[src/rtl/vram_pkg.sv]
// Shared constants for the video RAM arbiter: requester indices, RAM geometry
// defaults and the round-robin pointer encoding.
package vram_pkg;

    localparam int VRAM_AW = 15;
    localparam int VRAM_DW = 16;

    localparam logic [VRAM_AW-1:0] SPRITE_BASE_DEFAULT = 15'h7F00;
    localparam int STARVE_LIMIT_DEFAULT = 64;

    // Requester indices, highest priority first.
    localparam int SPR  = 0;
    localparam int TILE = 1;
    localparam int CPU  = 2;
    localparam int DMA  = 3;

    // Round-robin pointer: which low-priority requester wins a tie.
    typedef enum logic {
        RR_CPU = 1'b0,
        RR_DMA = 1'b1
    } rr_ptr_e;

endpackage

[src/rtl/vram_arbiter_rr_arb2.sv]
// Two-way round-robin arbiter between CPU (req[0]) and DMA (req[1]).
// The pointer only moves when a grant is actually issued.
import vram_pkg::*;

module rr_arb2 (
    input  logic       clk,
    input  logic       reset,
    input  logic [1:0] req,
    input  logic       enable,
    output logic [1:0] gnt
);

    rr_ptr_e ptr;
    rr_ptr_e ptr_next;

    always_ff @(posedge clk or posedge reset) begin
        if (reset) begin
            ptr <= RR_CPU;
        end else begin
            ptr <= ptr_next;
        end
    end

    always_comb begin
        gnt      = 2'b00;
        ptr_next = ptr;
        if (enable) begin
            case (req)
                2'b01:   gnt = 2'b01;
                2'b10:   gnt = 2'b10;
                2'b11:   gnt = (ptr == RR_CPU) ? 2'b01 : 2'b10;
                default: gnt = 2'b00;
            endcase
        end
        // The winner goes to the back of the line.
        if (gnt[0]) begin
            ptr_next = RR_DMA;
        end else if (gnt[1]) begin
            ptr_next = RR_CPU;
        end
    end

endmodule

[src/rtl/vram_arbiter.sv]
// Single-port VRAM arbiter: fixed priority for the renderers, round-robin for
// CPU/DMA, per-requester read tags and low-priority starvation statistics.
import vram_pkg::*;

module vram_arbiter #(
    parameter int                AW           = VRAM_AW,
    parameter int                DW           = VRAM_DW,
    parameter logic [AW-1:0]     SPRITE_BASE  = SPRITE_BASE_DEFAULT,
    parameter int                STARVE_LIMIT = STARVE_LIMIT_DEFAULT
) (
    input  logic          clk,
    input  logic          reset,
    input  logic          spr_req,
    input  logic [5:0]    spr_addr,
    input  logic          tile_req,
    input  logic [AW-1:0] tile_addr,
    input  logic          cpu_req,
    input  logic          cpu_we,
    input  logic [AW-1:0] cpu_addr,
    input  logic [DW-1:0] cpu_wdata,
    input  logic          dma_req,
    input  logic          dma_we,
    input  logic [AW-1:0] dma_addr,
    input  logic [DW-1:0] dma_wdata,
    input  logic [DW-1:0] ram_dout,
    output logic [AW-1:0] ram_addr,
    output logic [DW-1:0] ram_din,
    output logic          ram_we,
    output logic          spr_gnt,
    output logic          tile_gnt,
    output logic          cpu_gnt,
    output logic          dma_gnt,
    output logic          spr_rvalid,
    output logic          tile_rvalid,
    output logic          cpu_rvalid,
    output logic          dma_rvalid,
    output logic [DW-1:0] rdata,
    output logic          cpu_hold,
    output logic [7:0]    starve_cnt,
    output logic          starve
);

    localparam logic [7:0] LIMIT = 8'(STARVE_LIMIT);

    // Request/grant contract: a requester raises req with addr/data stable and
    // keeps them until gnt is seen in the same cycle; a granted read returns
    // rdata with its rvalid one clock later. Nothing is queued here.
    logic [1:0]    low_gnt;
    logic          low_enable;
    logic [AW-1:0] addr_q;
    logic [AW-1:0] spr_full_addr;

    assign spr_full_addr = SPRITE_BASE | AW'(spr_addr);
    assign spr_gnt       = spr_req & ~reset;
    assign tile_gnt      = tile_req & ~spr_req & ~reset;
    assign low_enable    = ~spr_req & ~tile_req & ~reset;

    rr_arb2 u_rr_arb2 (
        .clk    (clk),
        .reset  (reset),
        .req    ({dma_req, cpu_req}),
        .enable (low_enable),
        .gnt    (low_gnt)
    );

    assign cpu_gnt  = low_gnt[0];
    assign dma_gnt  = low_gnt[1];
    assign ram_we   = (cpu_we & cpu_gnt) | (dma_we & dma_gnt);
    assign ram_din  = reset ? '0 : (cpu_gnt ? cpu_wdata : dma_wdata);
    assign rdata    = ram_dout;
    assign cpu_hold = spr_req | tile_req;

    // Idle cycles replay the last address so the RAM bus does not toggle.
    always_comb begin
        ram_addr = addr_q;
        if (spr_gnt) begin
            ram_addr = spr_full_addr;
        end else if (tile_gnt) begin
            ram_addr = tile_addr;
        end else if (cpu_gnt) begin
            ram_addr = cpu_addr;
        end else if (dma_gnt) begin
            ram_addr = dma_addr;
        end
    end

    always_ff @(posedge clk or posedge reset) begin
        if (reset) begin
            addr_q      <= '0;
            spr_rvalid  <= 1'b0;
            tile_rvalid <= 1'b0;
            cpu_rvalid  <= 1'b0;
            dma_rvalid  <= 1'b0;
        end else begin
            addr_q      <= ram_addr;
            spr_rvalid  <= spr_gnt;
            tile_rvalid <= tile_gnt;
            cpu_rvalid  <= cpu_gnt & ~cpu_we;
            dma_rvalid  <= dma_gnt & ~dma_we;
        end
    end

    always_ff @(posedge clk or posedge reset) begin
        if (reset) begin
            starve_cnt <= 8'd0;
            starve     <= 1'b0;
        end else begin
            if (cpu_gnt || dma_gnt || !(cpu_req || dma_req)) begin
                starve_cnt <= 8'd0;
            end else if (starve_cnt != 8'hFF) begin
                starve_cnt <= starve_cnt + 8'd1;
            end
            starve <= (starve_cnt >= LIMIT);
        end
    end

endmodule

[config.mk]
export PLATFORM = sky130hd
export DESIGN_NAME = vram_arbiter
export DESIGN_NICKNAME = d
export VERILOG_FILES = /design/src/rtl/vram_pkg.sv /design/src/rtl/vram_arbiter_rr_arb2.sv /design/src/rtl/vram_arbiter.sv
export SDC_FILE = /design/constraint.sdc
export NUM_CORES = 1
export LEC_CHECK = 0
export CAP_MARGIN = 20
export CORE_MARGIN = 4
export CORE_UTILIZATION = 34
export DETAILED_ROUTE_END_ITERATION = 7
export GPL_TIMING_DRIVEN = 0
export PLACE_DENSITY = 0.89
export SETUP_SLACK_MARGIN = 0.1
export SLEW_MARGIN = 10
export SYNTH_ARGS = -nofsm -noshare
export SYNTH_HDL_FRONTEND = slang
export SYNTH_SLANG_ARGS = --single-unit
export TNS_END_PERCENT = 100
[constraint.sdc]
create_clock -name clk -period 5.2 [get_ports clk]
set_input_delay 1.04 -clock clk [delete_from_list [all_inputs] [get_ports clk]]
set_output_delay 1.04 -clock clk [all_outputs]
set_load 0.01 [all_outputs]
# == Word-level counts from Yosys, hierarchy flattened ==
# Cells that the tools add are included.
# op_classes
addsub,1
order_cmp,1
eq_ne,4
n_mux,13
n_bitwise,16
n_reduce_logical,6
# op_table
operator,n
$mux W15,4
$mux W16,2
$mux W8,2
$and A1 B1 Y1,9
$add A8 B1 Y8 const B,1
$ge A8 B7 Y1 const B,1
$ne A8 B8 Y1 const B,1
$pmux W2 S3,1
$not A1 Y1,5
$eq A2 B2 Y1 const B,2
$mux W2,2
$reduce_bool A2 Y1,2
$logic_or A1 B1 Y1,3
$eq A2 B1 Y1 const B,1
$mux W1,2
$or A1 B1 Y1,2
$logic_not A1 Y1,1
# totals
ff_bits,29
input_bits,107
out_inout_bits,66
word_cells,49

# == Depth between registers and ports, before layout ==
# Gate-level depths: netlist of run 1.
# depth
depth_word,8
mapped_depth,7
depth_no_buf,5

# == Cells and area by module ==
# Synthesis of run 1 repeated with hierarchy kept, for this count alone.
# hier_totals
cells_unflattened,221
area_unflattened_um2,2029.4
# modules_own_cells
mod,n_inst,cells_each,area_per_inst_um2
vram_arbiter,1,211,1956.9
rr_arb2,1,10,72.6

# == Least setup slack after synthesis of run 1 ==
# No wires, ideal clock.
# synth_timing
path_type,input to output
from,in reset
to,out ram_addr[0]
arrival_ns,2.516
slack_ns,1.644
cell_stages,5
n_path_buf,2
path_cell_list,buf_2 -> inv_1 -> and2_1 -> buf_1 -> o31ai_1
# synth_between
elab_chain_len,7
word_cells_on_any_way,9
cone_classes,5 x mux; 4 x bitwise
# synth_rtl
item,line,source
from (decl),vram_arbiter.sv:12,"input logic reset,"
$not A1 Y1 (*),"vram_arbiter.sv:54, vram_arbiter.sv:55, vram_arbiter.sv:56",
$and A1 B1 Y1,vram_arbiter.sv:56,assign low_enable = ~spr_req & ~tile_req & ~reset;
$mux W2,vram_arbiter_rr_arb2.sv:27,if (enable) begin
$mux W15,vram_arbiter.sv:82,end else if (dma_gnt) begin
$mux W15,vram_arbiter.sv:80,end else if (cpu_gnt) begin
$mux W15,vram_arbiter.sv:78,end else if (tile_gnt) begin
$mux W15 (*),vram_arbiter.sv:76,if (spr_gnt) begin
to (decl),vram_arbiter.sv:26,"output logic [AW-1:0] ram_addr,"
# Every way passes the cells marked *; elsewhere a longest branch is shown, timed or not.

# == Worst setup path after layout of run 1 ==
# layout_timing
from,in reset
to,out ram_addr[1]
# Same word-level chain as after synthesis.

==> impl_metrics.tcl, run 1 <==
set metrics [dict create \
    p_per_area_nw_per_um2 196.1 \
    initial_core_util_pct 35.42 \
    syn_nets 358 \
    grt_overflow 0 \
    max_stage_delay_ns 0.63 \
    worst_hold_slack_ns 0.5337 \
    ir_drop_mv 0.1575 \
    slew_headroom_pct 56.83 \
    clock_latency_ns 0.28 \
    hold_viol 0 \
    cts.sinks 29 \
    cts_resized 0 \
    worstPathCellList "clkdlybuf4s50_1 -> buf_2 -> inv_1 -> buf_16 -> and2_1 -> buf_1 -> o31ai_1 -> clkdlybuf4s50_1" \
    timing.fmax_ghz 0.2090 \
    grt_usage_pct 21.67 \
    final.setup_skew_ns 0.003719 \
    critPathMostFrequentCell "clkdlybuf4s50_1" \
    num_rows 27 \
    antenna_found_initial 0 \
    syn_to_final_growth_pct 88.72 \
    rsz0062_at_grt "false" \
    drt_pass1_iterations 4 \
    setup_viol 0 \
    die_x_um 84.21 \
    grt_pass1_wl_mm 12.35 \
    drt_iter0_drc 68 \
    synth_edf_count 0 \
    worstHoldPathType "reg -> reg" \
    h-tree-depth 2 \
    dieArea_um2 7090 \
    drv_cap 0 \
    vias 2460 \
    ys_ff_latch 29 \
    worst_slew_pin_slew_ns 0.6476 \
    io_pins 173 \
    wl_per_cell_um 16.45 \
    syn-cell-area_um2 1974 \
    avgViaCountPerCell 5.062 \
    fin_total_pwr_uw 730.7 \
    cts_setup_buffers 0 \
    cp-end-kind "output pin" \
    synth_warnings 0 \
    drc 0 \
    avgSynthCellArea_um2 7.898 \
    final-max-slew-violation-count 0 \
    period_needed_ns 4.784 \
    async_flop_share_pct 100.0 \
    cpMaxStageDelayCell "clkdlybuf4s50_1" \
    cp_data_required_time_ns 4.16 \
    p_leak_uw 0.001560 \
    gp_congestion 0.7654 \
    final.setup.worst_slack_ns 0.4161 \
    clockBufferDepth 2 \
    status "completed" \
    layout-drive-gt1-share_pct 10.14 \
    cts-root-buf "clkbuf_8" \
    grt_max_degree 22 \
    yosysSeqAreaShare_pct 36.76 \
    antennaDiodeCount 0 \
    arrival_ns 3.74 \
    synthFlopType "dfrtp_1" \
    port-buffer-count 155 \
    path_class "in -> out" \
    die_y_um 84.21 \
    tns_ns 0 \
    worstPathMaxFanout 21 \
    dp_hpwl_mm 6.439 \
    clk_pin_slew_ns 0.06 \
    finalCritPeriodShare_pct 92.00 \
    routed_wl_mm 7.996 \
    cts_made_buffers 5 \
    netlist_instances 250 \
    drtAntennaViolNets 0 \
    place_ws_ns 0.3820 \
    core_area_um2 5574 \
    cts_tree "yes" \
    layout.nets 521 \
    grt_pass1_vias 2532 \
    ys_types 39 \
    critPathLaunchType "input port" \
    hold_buffers 0 \
]
==> worst paths after layout <==
path	from	end	slack (ns)	depth (start not counted)
setup / recovery	reset	ram_addr[1]	0.42	8
hold / removal	u_rr_arb2.ptr	u_rr_arb2.ptr	0.53	2
setup reg to reg	u_rr_arb2.ptr	addr_q[10]	3.46	5
hold reg to reg	u_rr_arb2.ptr	u_rr_arb2.ptr	0.53	2
max in group asynchronous	reset	addr_q[6]	3.33	4
min in group asynchronous	reset	spr_rvalid	1.38	3
==> critical path, delay by kind of cell <==
family	cells	cell delay [ns]
AO/OA/AOI/OAI	1	0.40
AND/OR/NAND/NOR	1	0.14
buffers and inverters	6	2.15
==> report_power, final <==
part | leakage [uW] | internal (uW) | switching (uW)
clock network | 0.0000450 | 92.5 | 87.4
registers | 0.000358 | 251 | 15.8
logic | 0.00116 | 170 | 114
total | 0.00156 | 514 | 217
==> sequential cells by signal (all words and copies together), names as in the netlist <==
signal,count
starve,1
spr_rvalid,1
cpu_rvalid,1
starve_cnt,8
addr_q,15
u_rr_arb2.ptr,1
dma_rvalid,1
tile_rvalid,1
==> area by class of cell <==
class,instances,area (um2)
multi-input cells,179,1003
clock buffers,6,72.57
flip-flops and latches,29,725.7
repair buffers,156,1579
clock inverters,2,10.01
fillers,493,1848
inverters,7,26.28
plain buffers,35,219.0
well taps,72,90.09
==> synthesized netlist by cell type, types with 2 or more instances <==
cell type	count	area (um2)
o21bai_1	2	15.01
or2_2	2	12.51
inv_1	6	22.52
buf_2	7	35.03
a22oi_1	6	45.04
o31ai_1	6	45.04
xnor2_1	2	17.52
nand2_1	49	183.9
a211oi_1	14	105.1
and3_1	2	12.51
clkbuf_1	9	33.78
nor2_1	13	48.80
o21ai_0	14	70.07
a31oi_1	5	31.28
dfrtp_1	29	725.7
a21oi_1	25	125.1
nor2b_1	4	25.02
nor3_2	3	30.03
buf_4	16	120.1
o21ai_1	3	15.01
a32oi_1	2	17.52
nor3_1	12	60.06
mux2i_1	3	30.03
==> kinds of logic after synthesis <==
| kind of cell | after synthesis | share of synthesized area [%] |
|---|---|---|
| multiplexers | 3 | 1.521 |
| flip-flops | 29 | 36.76 |
| adder cells (fa/ha/maj) | 1 | 0.6336 |
| AO/OA/AOI/OAI | 80 | 25.03 |
| XOR/XNOR | 2 | 0.8874 |
| buffers and inverters | 42 | 12.42 |
| AND/OR/NAND/NOR | 93 | 22.75 |
==> layout by cell type (no fill, tap or decap), types with 2 or more instances in the layout <==
cell type,netlist,final
a211oi_1,14,14
nor2b_1,4,4
or2_2,2,2
buf_2,7,7
clkdlybuf4s50_1,0,155
nor3_1,12,12
xnor2_1,2,2
clkbuf_1,9,10
a21oi_1,25,25
dfrtp_1,29,29
a32oi_1,2,2
clkbuf_8,0,5
buf_4,16,16
a22oi_1,6,6
a31oi_1,5,5
mux2i_1,3,3
clkinv_2,0,2
o21ai_0,14,14
nand2_1,49,49
and3_1,2,2
o21ai_1,3,3
nor3_2,3,3
inv_1,6,6
o21bai_1,2,2
nor2_1,13,13
o31ai_1,6,6
==> stage by stage <==
step | util [%] | instance area [um2] | cells
floorplan | - | 1974 | 250
global placement | 64.87 | 3616 | 477
detailed placement | 65.36 | 3643 | 478
CTS | 66.85 | 3726 | 486
global route | 66.85 | 3726 | 486
finish | 66.85 | 3726 | 486
==> layer usage <==
layer  track usage [%]  wire length [um]  vias up
li1                  -                 -     1185
met1             24.61              3027     1157
met2             39.24              4200      106
met3             6.281               648       12
met4             6.287               119        0
met5                 0                 0        -
Note: power is estimated with default switching activity, not from simulation.
==> inputs of run 2 (changes only) <==
--- a/config.mk
+++ b/config.mk
@@ -8,6 +8,7 @@
 export CAP_MARGIN = 20
 export CORE_MARGIN = 4
 export CORE_UTILIZATION = 34
+export CTS_CLUSTER_SIZE = 25
 export DETAILED_ROUTE_END_ITERATION = 7
 export GPL_TIMING_DRIVEN = 0
 export PLACE_DENSITY = 0.89
@@ -16,4 +17,3 @@
 export SYNTH_ARGS = -nofsm -noshare
 export SYNTH_HDL_FRONTEND = slang
 export SYNTH_SLANG_ARGS = --single-unit
-export TNS_END_PERCENT = 100
==> results of run 2 <==
No change in the layout: final DEF, timing and power equal those of run 1.
